File: config.mk
export PLATFORM = sky130hd
export DESIGN_NAME = risky_bus_arb
export DESIGN_NICKNAME = d
export VERILOG_FILES = /design/src/rtl/risky_pkg.sv /design/src/rtl/risky_rr_pick.sv /design/src/rtl/risky_bus_arb.sv
export SDC_FILE = /design/constraint.sdc
export NUM_CORES = 1
export LEC_CHECK = 0
export ABC_AREA = 1
export CORE_MARGIN = 2
export CORE_UTILIZATION = 50
export CTS_CLUSTER_SIZE = 12
export DETAILED_ROUTE_END_ITERATION = 7
export GPL_TIMING_DRIVEN = 1
export HOLD_SLACK_MARGIN = 0.08
export PLACE_DENSITY_LB_ADDON = 0.12
export SLEW_MARGIN = 20
export SYNTH_ARGS = -nofsm -noshare
export SYNTH_HDL_FRONTEND = slang
export SYNTH_HIERARCHICAL = 1
export SYNTH_SLANG_ARGS = --single-unit
File: constraint.sdc
create_clock -name clk -period 2.1 [get_ports clk]
set_clock_uncertainty 0.05 [all_clocks]
set_input_delay 0.63 -clock clk [delete_from_list [all_inputs] [get_ports clk]]
set_output_delay 0.63 -clock clk [all_outputs]
set_load 0.005 [all_outputs]
File: src/rtl/risky_pkg.sv
// Shared definitions for the risky bus arbiter: FSM state type and bus constants.
package risky_pkg;

   localparam int RISKY_BUS_NREQ  = 4;
   localparam int RISKY_BUS_WIDTH = 32;

   typedef enum logic [1:0] {
      IDLE = 2'd0,
      BUSY = 2'd1,
      TURN = 2'd2
   } arb_state_t;

endpackage

File: src/rtl/risky_rr_pick.sv
// Combinational round-robin search: first candidate at or above ptr, wrapping to 0,
// with an exclude mask to skip a requester that was just forced off the bus.
module risky_rr_pick #(
   parameter int NREQ = 4
) (
   input  logic [NREQ-1:0]         req,
   input  logic [NREQ-1:0]         excl,
   input  logic [$clog2(NREQ)-1:0] ptr,
   output logic [$clog2(NREQ)-1:0] winner,
   output logic                    found
);
   localparam int IDW = $clog2(NREQ);

   logic [NREQ-1:0] cand;
   logic [IDW:0]    idx;

   assign cand = req & ~excl;

   // Walk offsets from farthest to nearest so the nearest hit is the last one written.
   always_comb begin
      winner = '0;
      found  = 1'b0;
      idx    = '0;
      for (int i = NREQ - 1; i >= 0; i--) begin
         idx = {1'b0, ptr} + (IDW + 1)'(i);
         if (idx >= (IDW + 1)'(NREQ)) idx = idx - (IDW + 1)'(NREQ);
         if (cand[idx[IDW-1:0]]) begin
            winner = idx[IDW-1:0];
            found  = 1'b1;
         end
      end
   end

endmodule

File: src/rtl/risky_bus_arb.sv
// Round-robin arbiter for a shared tri-state bus with lock and a one-cycle turnaround.
// Define RISKY_BUS_TIMEOUT_EN to bound how long a locked owner may hold the bus.
module risky_bus_arb
   import risky_pkg::*;
#(
   parameter int NREQ    = RISKY_BUS_NREQ,
   parameter int TIMEOUT = 16
) (
   input  logic                    clk,
   input  logic                    rst_n,
   input  logic [NREQ-1:0]         req,
   input  logic [NREQ-1:0]         lock,
   output logic [NREQ-1:0]         gnt,
   output logic [$clog2(NREQ)-1:0] gnt_id,
   output logic                    gnt_valid,
   output logic                    timeout_err
);
   localparam int IDW = $clog2(NREQ);

   arb_state_t     state, state_n;
   logic [IDW-1:0] owner, owner_n;
   logic [IDW-1:0] ptr, ptr_n;
   logic [IDW-1:0] win;
   logic           found;
   logic           hold;
   logic           force_rel;
   logic [NREQ-1:0] excl;

   function automatic logic [IDW-1:0] ptr_after(input logic [IDW-1:0] o);
      if (32'(o) == NREQ - 1) return '0;
      return o + 1'b1;
   endfunction

   function automatic logic [NREQ-1:0] onehot(input logic [IDW-1:0] o);
      return {{(NREQ - 1){1'b0}}, 1'b1} << o;
   endfunction

   assign hold = req[owner] & lock[owner];

`ifdef RISKY_BUS_TIMEOUT_EN
   logic [7:0] cnt, cnt_n;

   assign force_rel = (state == BUSY) && hold && (cnt == 8'(TIMEOUT - 2));

   // Only an uninterrupted locked stretch by the same owner keeps counting.
   always_comb begin
      cnt_n = '0;
      if (state == BUSY && hold && !force_rel) cnt_n = cnt + 8'd1;
   end

   always_ff @(posedge clk or negedge rst_n) begin
      if (!rst_n) cnt <= '0;
      else        cnt <= cnt_n;
   end
`else
   assign force_rel = 1'b0;
`endif

   assign excl = force_rel ? onehot(owner) : '0;

   risky_rr_pick #(.NREQ(NREQ)) u_pick (
      .req    (req),
      .excl   (excl),
      .ptr    (ptr),
      .winner (win),
      .found  (found)
   );

   always_comb begin
      state_n = state;
      owner_n = owner;
      ptr_n   = ptr;
      unique case (state)
         IDLE: begin
            if (found) begin
               state_n = BUSY;
               owner_n = win;
               ptr_n   = ptr_after(win);
            end
         end
         BUSY: begin
            if (hold && !force_rel) begin
               state_n = BUSY;
            end else if (found && win == owner) begin
               ptr_n = ptr_after(win);
            end else if (found) begin
               state_n = TURN;
               owner_n = win;
               ptr_n   = ptr_after(win);
            end else begin
               state_n = IDLE;
            end
         end
         TURN: state_n = BUSY;
         default: state_n = IDLE;
      endcase
   end

   // Outputs are registered from the next-state values so gnt lines up with state.
   always_ff @(posedge clk or negedge rst_n) begin
      if (!rst_n) begin
         state       <= IDLE;
         owner       <= '0;
         ptr         <= '0;
         gnt         <= '0;
         gnt_id      <= '0;
         gnt_valid   <= 1'b0;
         timeout_err <= 1'b0;
      end else begin
         state       <= state_n;
         owner       <= owner_n;
         ptr         <= ptr_n;
         gnt         <= (state_n == BUSY) ? onehot(owner_n) : '0;
         gnt_id      <= (state_n == BUSY) ? owner_n : '0;
         gnt_valid   <= (state_n == BUSY);
         timeout_err <= force_rel;
      end
   end

endmodule

Word-level counts from Yosys, hierarchy flattened --
Cells that the tools add are included.
Cells by class: add/sub/neg operators 8, magnitude comparators 9, eq/ne operators 8, shift-type cells 1, multiplexer cells 53, bitwise logic cells 1, reductions and logical operators 4
Operator list (count):
- $mux 2 | 24
- $mux 1 | 19
- $lt 2x3->1 const B | 5
- $bmux 1 s2 | 6
- $ge 3x3->1 const B | 3
- $pmux 2 s2 | 2
- $sub 2x1->2 const B | 4
- $add 2x2->3 const B | 2
- $pmux 2 s3 | 1
- $eq 2x1->1 const B | 2
- $eq 2x2->1 const B | 2
- $mux 4 | 1
- $ne 2x2->1 const B | 2
- $reduce_and 4->1 | 1
- $shl 1x2->4 const A | 1
- $add 2x1->3 const B | 1
- $ge 2x3->1 const B | 1
- $ne 3x3->1 const B | 1
- $add 2x1->2 const B | 1
- $eq 2x2->1 | 1
- $logic_not 2->1 | 1
- $reduce_bool 2->1 | 1
- $and 1x1->1 | 1
- $logic_and 1x1->1 | 1
Word-level totals: flip-flop bits (word level) 13, input bits 10, output and inout bits 8, word-level logic and storage cells 90

Logic depth before layout (Yosys ltp) --
Gate-level depths: netlist of the first run.
word-level depth 20, gate-level depth with buffers 19, mapped depth without buffers 18

Modules after synthesis --
The synthesis of the first run kept the hierarchy.
Modules (own cells, without submodules):
- risky_bus_arb | times used 1, cells an instance 76, area each 688.2 um2, sequential area each 325.3 um2
- risky_rr_pick | times used 1, cells an instance 50, area each 224.0 um2, sequential area each 0.0 um2

Worst setup path after synthesis of the first run --
OpenSTA, ideal clock, no wires.
path type input-to-reg, from input port req[2], to register gnt[3], setup time 0.122 ns, arrival time 1.791 ns, required time 1.928 ns, setup slack 0.137 ns, stages on the path 16, path buffers 0, path through nand3_1 -> nand2_1 -> nand2_1 -> nand2_2 -> nor2_1 -> nor2_1 -> nand2_1 -> nand2_1 -> inv_1 -> nand2_1 -> o21ai_0 -> nand2_1 -> o211ai_1 -> nand2_2 -> nand2_2 -> nor2_1
Between the ends: longest elaborated chain between the ends 13, elaborated cells on any way between the ends 33, those cells by class eq/ne: 2; shift: 1; mux: 28; bitwise: 1; reduce/logical: 1
Ends and longest elaborated chain:
- from (decl) | line risky_bus_arb.sv:11 | input logic [NREQ-1:0] req,
- $bmux 1 s2 | line risky_rr_pick.sv:27 | if (cand[idx[IDW-1:0]]) begin
- $mux 1 (not written as such) | line risky_rr_pick.sv:27
- $mux 2 (3 in series) | line risky_rr_pick.sv:27
- $mux 2 (*) | line risky_rr_pick.sv:27
- net win[0] | line risky_bus_arb.sv:23 | logic [IDW-1:0] win;
- $eq 2x2->1 | line risky_bus_arb.sv:84 | end else if (found && win == owner) begin
- $logic_and 1x1->1 | line risky_bus_arb.sv:84
- $mux 2 | line risky_bus_arb.sv:84
- $mux 2 | line risky_bus_arb.sv:82 | if (hold && !force_rel) begin
- $pmux 2 s2 (*) | line risky_bus_arb.sv:73 | unique case (state)
- net owner_n[0] | line risky_bus_arb.sv:21 | logic [IDW-1:0] owner, owner_n;
- $shl 1x2->4 (*) | line risky_bus_arb.sv:35 | return {{(NREQ - 1){1'b0}}, 1'b1} << o;
- $mux 4 (*) | line risky_bus_arb.sv:113 | gnt <= (state_n == BUSY) ? onehot(owner_n) : '0;
- to (signal assigned) | line risky_bus_arb.sv:113
- to (decl) | line risky_bus_arb.sv:13 | output logic [NREQ-1:0] gnt,
Mark *: on every way through the listed nets, which the timed path passes. The rest lies on a longest branch. The select of a mux whose other input is x is not followed. A chain may end at the register's enable or synchronous reset.

Worst setup path after layout of the first run --
from register ptr[0], to register gnt_id[1]
Between the ends: longest elaborated chain between the ends 16, elaborated cells on any way between the ends 44, those cells by class add/sub: 7; order compare: 4; eq/ne: 2; mux: 30; reduce/logical: 1
Ends and longest elaborated chain:
- from (decl) | line risky_bus_arb.sv:22 | logic [IDW-1:0] ptr, ptr_n;
- from (signal assigned) | line risky_bus_arb.sv:112 | ptr <= ptr_n;
- $add 2x2->3 | line risky_rr_pick.sv:25 | idx = {1'b0, ptr} + (IDW + 1)'(i);
- $ge 3x3->1 or $sub 2x1->2 (tied branches) | line risky_rr_pick.sv:26 | if (idx >= (IDW + 1)'(NREQ)) idx = idx - (IDW + 1)'(NREQ);
- $mux 2 | line risky_rr_pick.sv:26
- $bmux 1 s2 | line risky_rr_pick.sv:27
- $mux 1 (not written as such) | line risky_rr_pick.sv:27
- $mux 2 (3 in series) | line risky_rr_pick.sv:27
- $mux 2 (*) | line risky_rr_pick.sv:27
- net win[0] | line risky_bus_arb.sv:23
- $eq 2x2->1 (*) | line risky_bus_arb.sv:84
- $logic_and 1x1->1 (*) | line risky_bus_arb.sv:84
- $mux 2 (*) | line risky_bus_arb.sv:84
- $mux 2 (*) | line risky_bus_arb.sv:82
- $pmux 2 s3 (*) | line risky_bus_arb.sv:73
- net state_n[0] | line risky_bus_arb.sv:20 | arb_state_t state, state_n;
- $eq 2x1->1 (*) | line risky_bus_arb.sv:114 | gnt_id <= (state_n == BUSY) ? owner_n : '0;
- $mux 2 (*) | line risky_bus_arb.sv:114
- to (signal assigned) | line risky_bus_arb.sv:114
- to (decl) | line risky_bus_arb.sv:14 | output logic [$clog2(NREQ)-1:0] gnt_id,
Marks and branches as above.

==> flow_summary_export.csv, run 1 <==
group,metric,value,unit
outcome,status,"finished with violations",
outcome,violations,"negative setup slack",
cts,htree_levels,1,
worst_setup_path,crit_chain,"buf_6 -> nand3_1 -> nand2_2 -> nand2_2 -> nand2_2 -> a21oi_2 -> nand2_1 -> nand2_2 -> inv_2 -> nand2_1 -> nand3_2 -> o21ai_2 -> nand2_2 -> nand2_4 -> inv_1 -> nor2_1",
global_routing,antenna_found_initial,0,
worst_setup_path,reg2reg_slack,-0.05,ns
global_routing,grt.overflow.total,0,
logic_synthesis,synth_seq_cells,13,
sta,setup_ws,-0.04658,ns
cts,cts_buffers,3,
logic_synthesis,netlist_area,912.1,um2
sta,slew_violations,0,
die,die_area,0.002182,mm2
route,via_count,896,
global_routing,grt_pass1_vias,775,
sta,clock.fmax,465.9,MHz
cts,root_buffer,"clkbuf_4",
global_routing,grt_util_all_layers,20.13,%
global_routing,grt_pass1_wl,3139,um
worst_setup_path,critPathLaunchType,"flip-flop",
route,detail_route.wl_per_cell,11.38,um
logic_synthesis,synth_seq_area_share,35.67,%
placed_design,io_buffers,16,
cts,cts_tree,"built",
die,core,0.001727,mm2
worst_setup_path,crit_required,2.25,ns
cts,postCtsHoldBufs,0,
placed_design,place_inst,176,
hold_path,hold_class,"flip-flop to flip-flop",
worst_setup_path,slowest_stage,"dfrtp_2",
cells_and_area,nFillCells,138,
cells_and_area,layout_commonest_cell,"nand2_1",
logic_synthesis,ys_types,22,
die,rows,15,
cts,clockBufferDepth,2,
logic_synthesis,yosysWarnings,6,
cts,path_clk_slew,0.08,ns
sta,hold_violations,0,
worst_setup_path,worst_path_most_repeated_cell,"nand2_2",
sta,slew_headroom,62.75,%
route,ant_nets,0,
route,drcViolationCount,0,
sta,finalCritPeriodShare,102.2,%
cells_and_area,diodes,0,
power_and_ir_drop,p_leak,0.6747,nW
die,start_util,52.83,%
sta,finalSetupViolations,7,
placed_design,place_ws,-0.5902,ns
flow_run,max_cap_violations,0,
logic_synthesis,avgSynthCellArea,7.239,um2
die,pin_count,18,
cts,insertion_delay,0.27,ns
worst_setup_path,cp_max_fo,5,
cells_and_area,final_cells,187,
sta,setup_tns,-0.2301,ns
die,die_width,46.71,um
cells_and_area,nets,174,
worst_setup_path,slowest_delay,0.47,ns
worst_setup_path,end_kind,"flip-flop",
worst_setup_path,worstPathArrival,2.29,ns
placed_design,globalplace.congestion,0.9131,
sta,worst_pin_slew,0.5571,ns
route,viasPerCell,4.791,
sta,fin_crit,2.147,ns
die,die_y,46.71,um
cells_and_area,syn2layout_area_growth,46.36,%
route,drt_iter0_drc,32,
logic_synthesis,netlist_instances,126,
placed_design,dp_hpwl,1533,um
route,dr.pass1.iters,4,
cts,clkSinkCount,13,
route,wirelength,2128,um
worst_setup_path,crit_type,"flip-flop to flip-flop",
cells_and_area,final_cell_mix,"24 x nand2_1, 22 x nand2_2, 13 x nand3_1, 12 x inv_1, 12 x clkdlybuf4s50_1",
power_and_ir_drop,max-vdd-ir-drop,1.184,mV
power_and_ir_drop,power_density,1925,mW/mm2
sta,rsz0062_at_grt,"true",
cells_and_area,drive_gt1_share,43.83,%
global_routing,grt_max_degree,14,
==> metal layers <==
metal | global-route usage [%] | wire [um]
met2 | 34.17 | 1064
met3 | 5.882 | 103
met1 | 25.83 | 944
met5 | 0 | 0
met4 | 3.333 | 16
==> final cells by class <==
cell class | count | area (um2) | share of cell area [%]
Multi-Input combinational cell | 96 | 601.8 | 45.08
Sequential cell | 13 | 327.8 | 24.55
Timing Repair Buffer | 30 | 276.5 | 20.71
Inverter | 19 | 71.32 | 5.342
Tap cell | 25 | 31.28 | 2.343
Clock buffer | 4 | 26.28 | 1.968
==> metrics by stage <==
step / utilization [%] / cell area, um2 / total power [W] / hold WS, ns
after floorplan: - / 927.1 / 0.001510 / 0.2844
after global placement: 66.74 / 1152 / 0.001892 / 0.5371
after detailed placement: 66.74 / 1152 / 0.001942 / 0.5520
after CTS: 69.06 / 1192 / 0.002151 / 0.5641
after global routing: 77.32 / 1335 / 0.002794 / 0.6019
final: 77.32 / 1335 / 0.002570 / 0.5544
==> repair_timing <==
item / 4_1_cts / 5_1_grt
buffers inserted: 1 / 6
pin swaps: 6 / 17
setup endpoints to repair: 12 / 11
resized for setup: 10 / 33
==> state kept, by name, indices dropped and copies added (netlist names) <==
signal,count
owner,2
ptr,2
gnt_valid,1
state,2
gnt_id,2
gnt,4
==> worst max-delay path: cells and delay by family, from the launching register on <==
family / cells / cell delay [ns]
simple gates: 11 / 1.00
buf+inv: 3 / 0.25
flops: 1 / 0.47
compound gates: 2 / 0.29
==> cell families (layout without fill, tap and decap cells) <==
family                   Yosys count  in the layout  synth area share (%)
XOR/XNOR                           2              2                 1.921
buffers and inverters             21             53                 9.876
flip-flops                        13             13                 35.67
AND/OR/NAND/NOR                   80             80                 44.44
other                              1              5                0.4111
adder cells (fa/ha/maj)            1              1                 1.372
AO/OA/AOI/OAI                      8              8                 6.311
==> path summary, 6_finish.rpt <==
check | startpoint | endpoint | cells after the start
setup / recovery | ptr[0] | gnt_id[1] | 16
hold / removal | state[1] | state[1] | 3
setup reg to reg | ptr[0] | gnt_id[1] | 16
hold reg to reg | state[1] | state[1] | 3
max in group asynchronous | rst_n | ptr[1] | 1
min in group asynchronous | rst_n | gnt[3] | 1
==> Yosys cell counts <==
| cell | number | area, um2 |
|---|---|---|
| a21oi_2 | 1 | 8.760 |
| buf_4 | 1 | 7.510 |
| buf_6 | 1 | 11.26 |
| conb_1 | 1 | 3.750 |
| dfrtp_1 | 13 | 325.3 |
| ha_1 | 1 | 12.51 |
| inv_1 | 15 | 56.30 |
| inv_2 | 4 | 15.01 |
| nand2_1 | 39 | 146.4 |
| nand2_2 | 7 | 43.79 |
| nand2_4 | 2 | 22.52 |
| nand3_1 | 14 | 70.07 |
| nand3_2 | 7 | 70.07 |
| nor2_1 | 8 | 30.03 |
| nor2_4 | 1 | 11.26 |
| nor3_1 | 1 | 5.000 |
| o211ai_1 | 1 | 7.510 |
| o21ai_0 | 3 | 15.01 |
| o21ai_2 | 3 | 26.28 |
| or2_2 | 1 | 6.260 |
| xnor2_1 | 1 | 8.760 |
| xor2_1 | 1 | 8.760 |
==> where the power goes <==
group	total, W	leakage, nW	internal (W)	switching (W)
sequential	0.000496	0.162	0.000372	0.000124
combinational	0.00192	0.498	0.000875	0.00105
clock	0.000151	0.0150	0.0000736	0.0000776
Power figures use the tool's default switching activity.
==> run 2: changes to the inputs <==
--- a/config.mk
+++ b/config.mk
@@ -13,6 +13,7 @@
 export GPL_TIMING_DRIVEN = 1
 export HOLD_SLACK_MARGIN = 0.08
 export PLACE_DENSITY_LB_ADDON = 0.12
+export SKIP_LAST_GASP = 1
 export SLEW_MARGIN = 20
 export SYNTH_ARGS = -nofsm -noshare
 export SYNTH_HDL_FRONTEND = slang
==> results of run 2 <==
No change in the layout: final DEF, timing and power equal those of run 1.
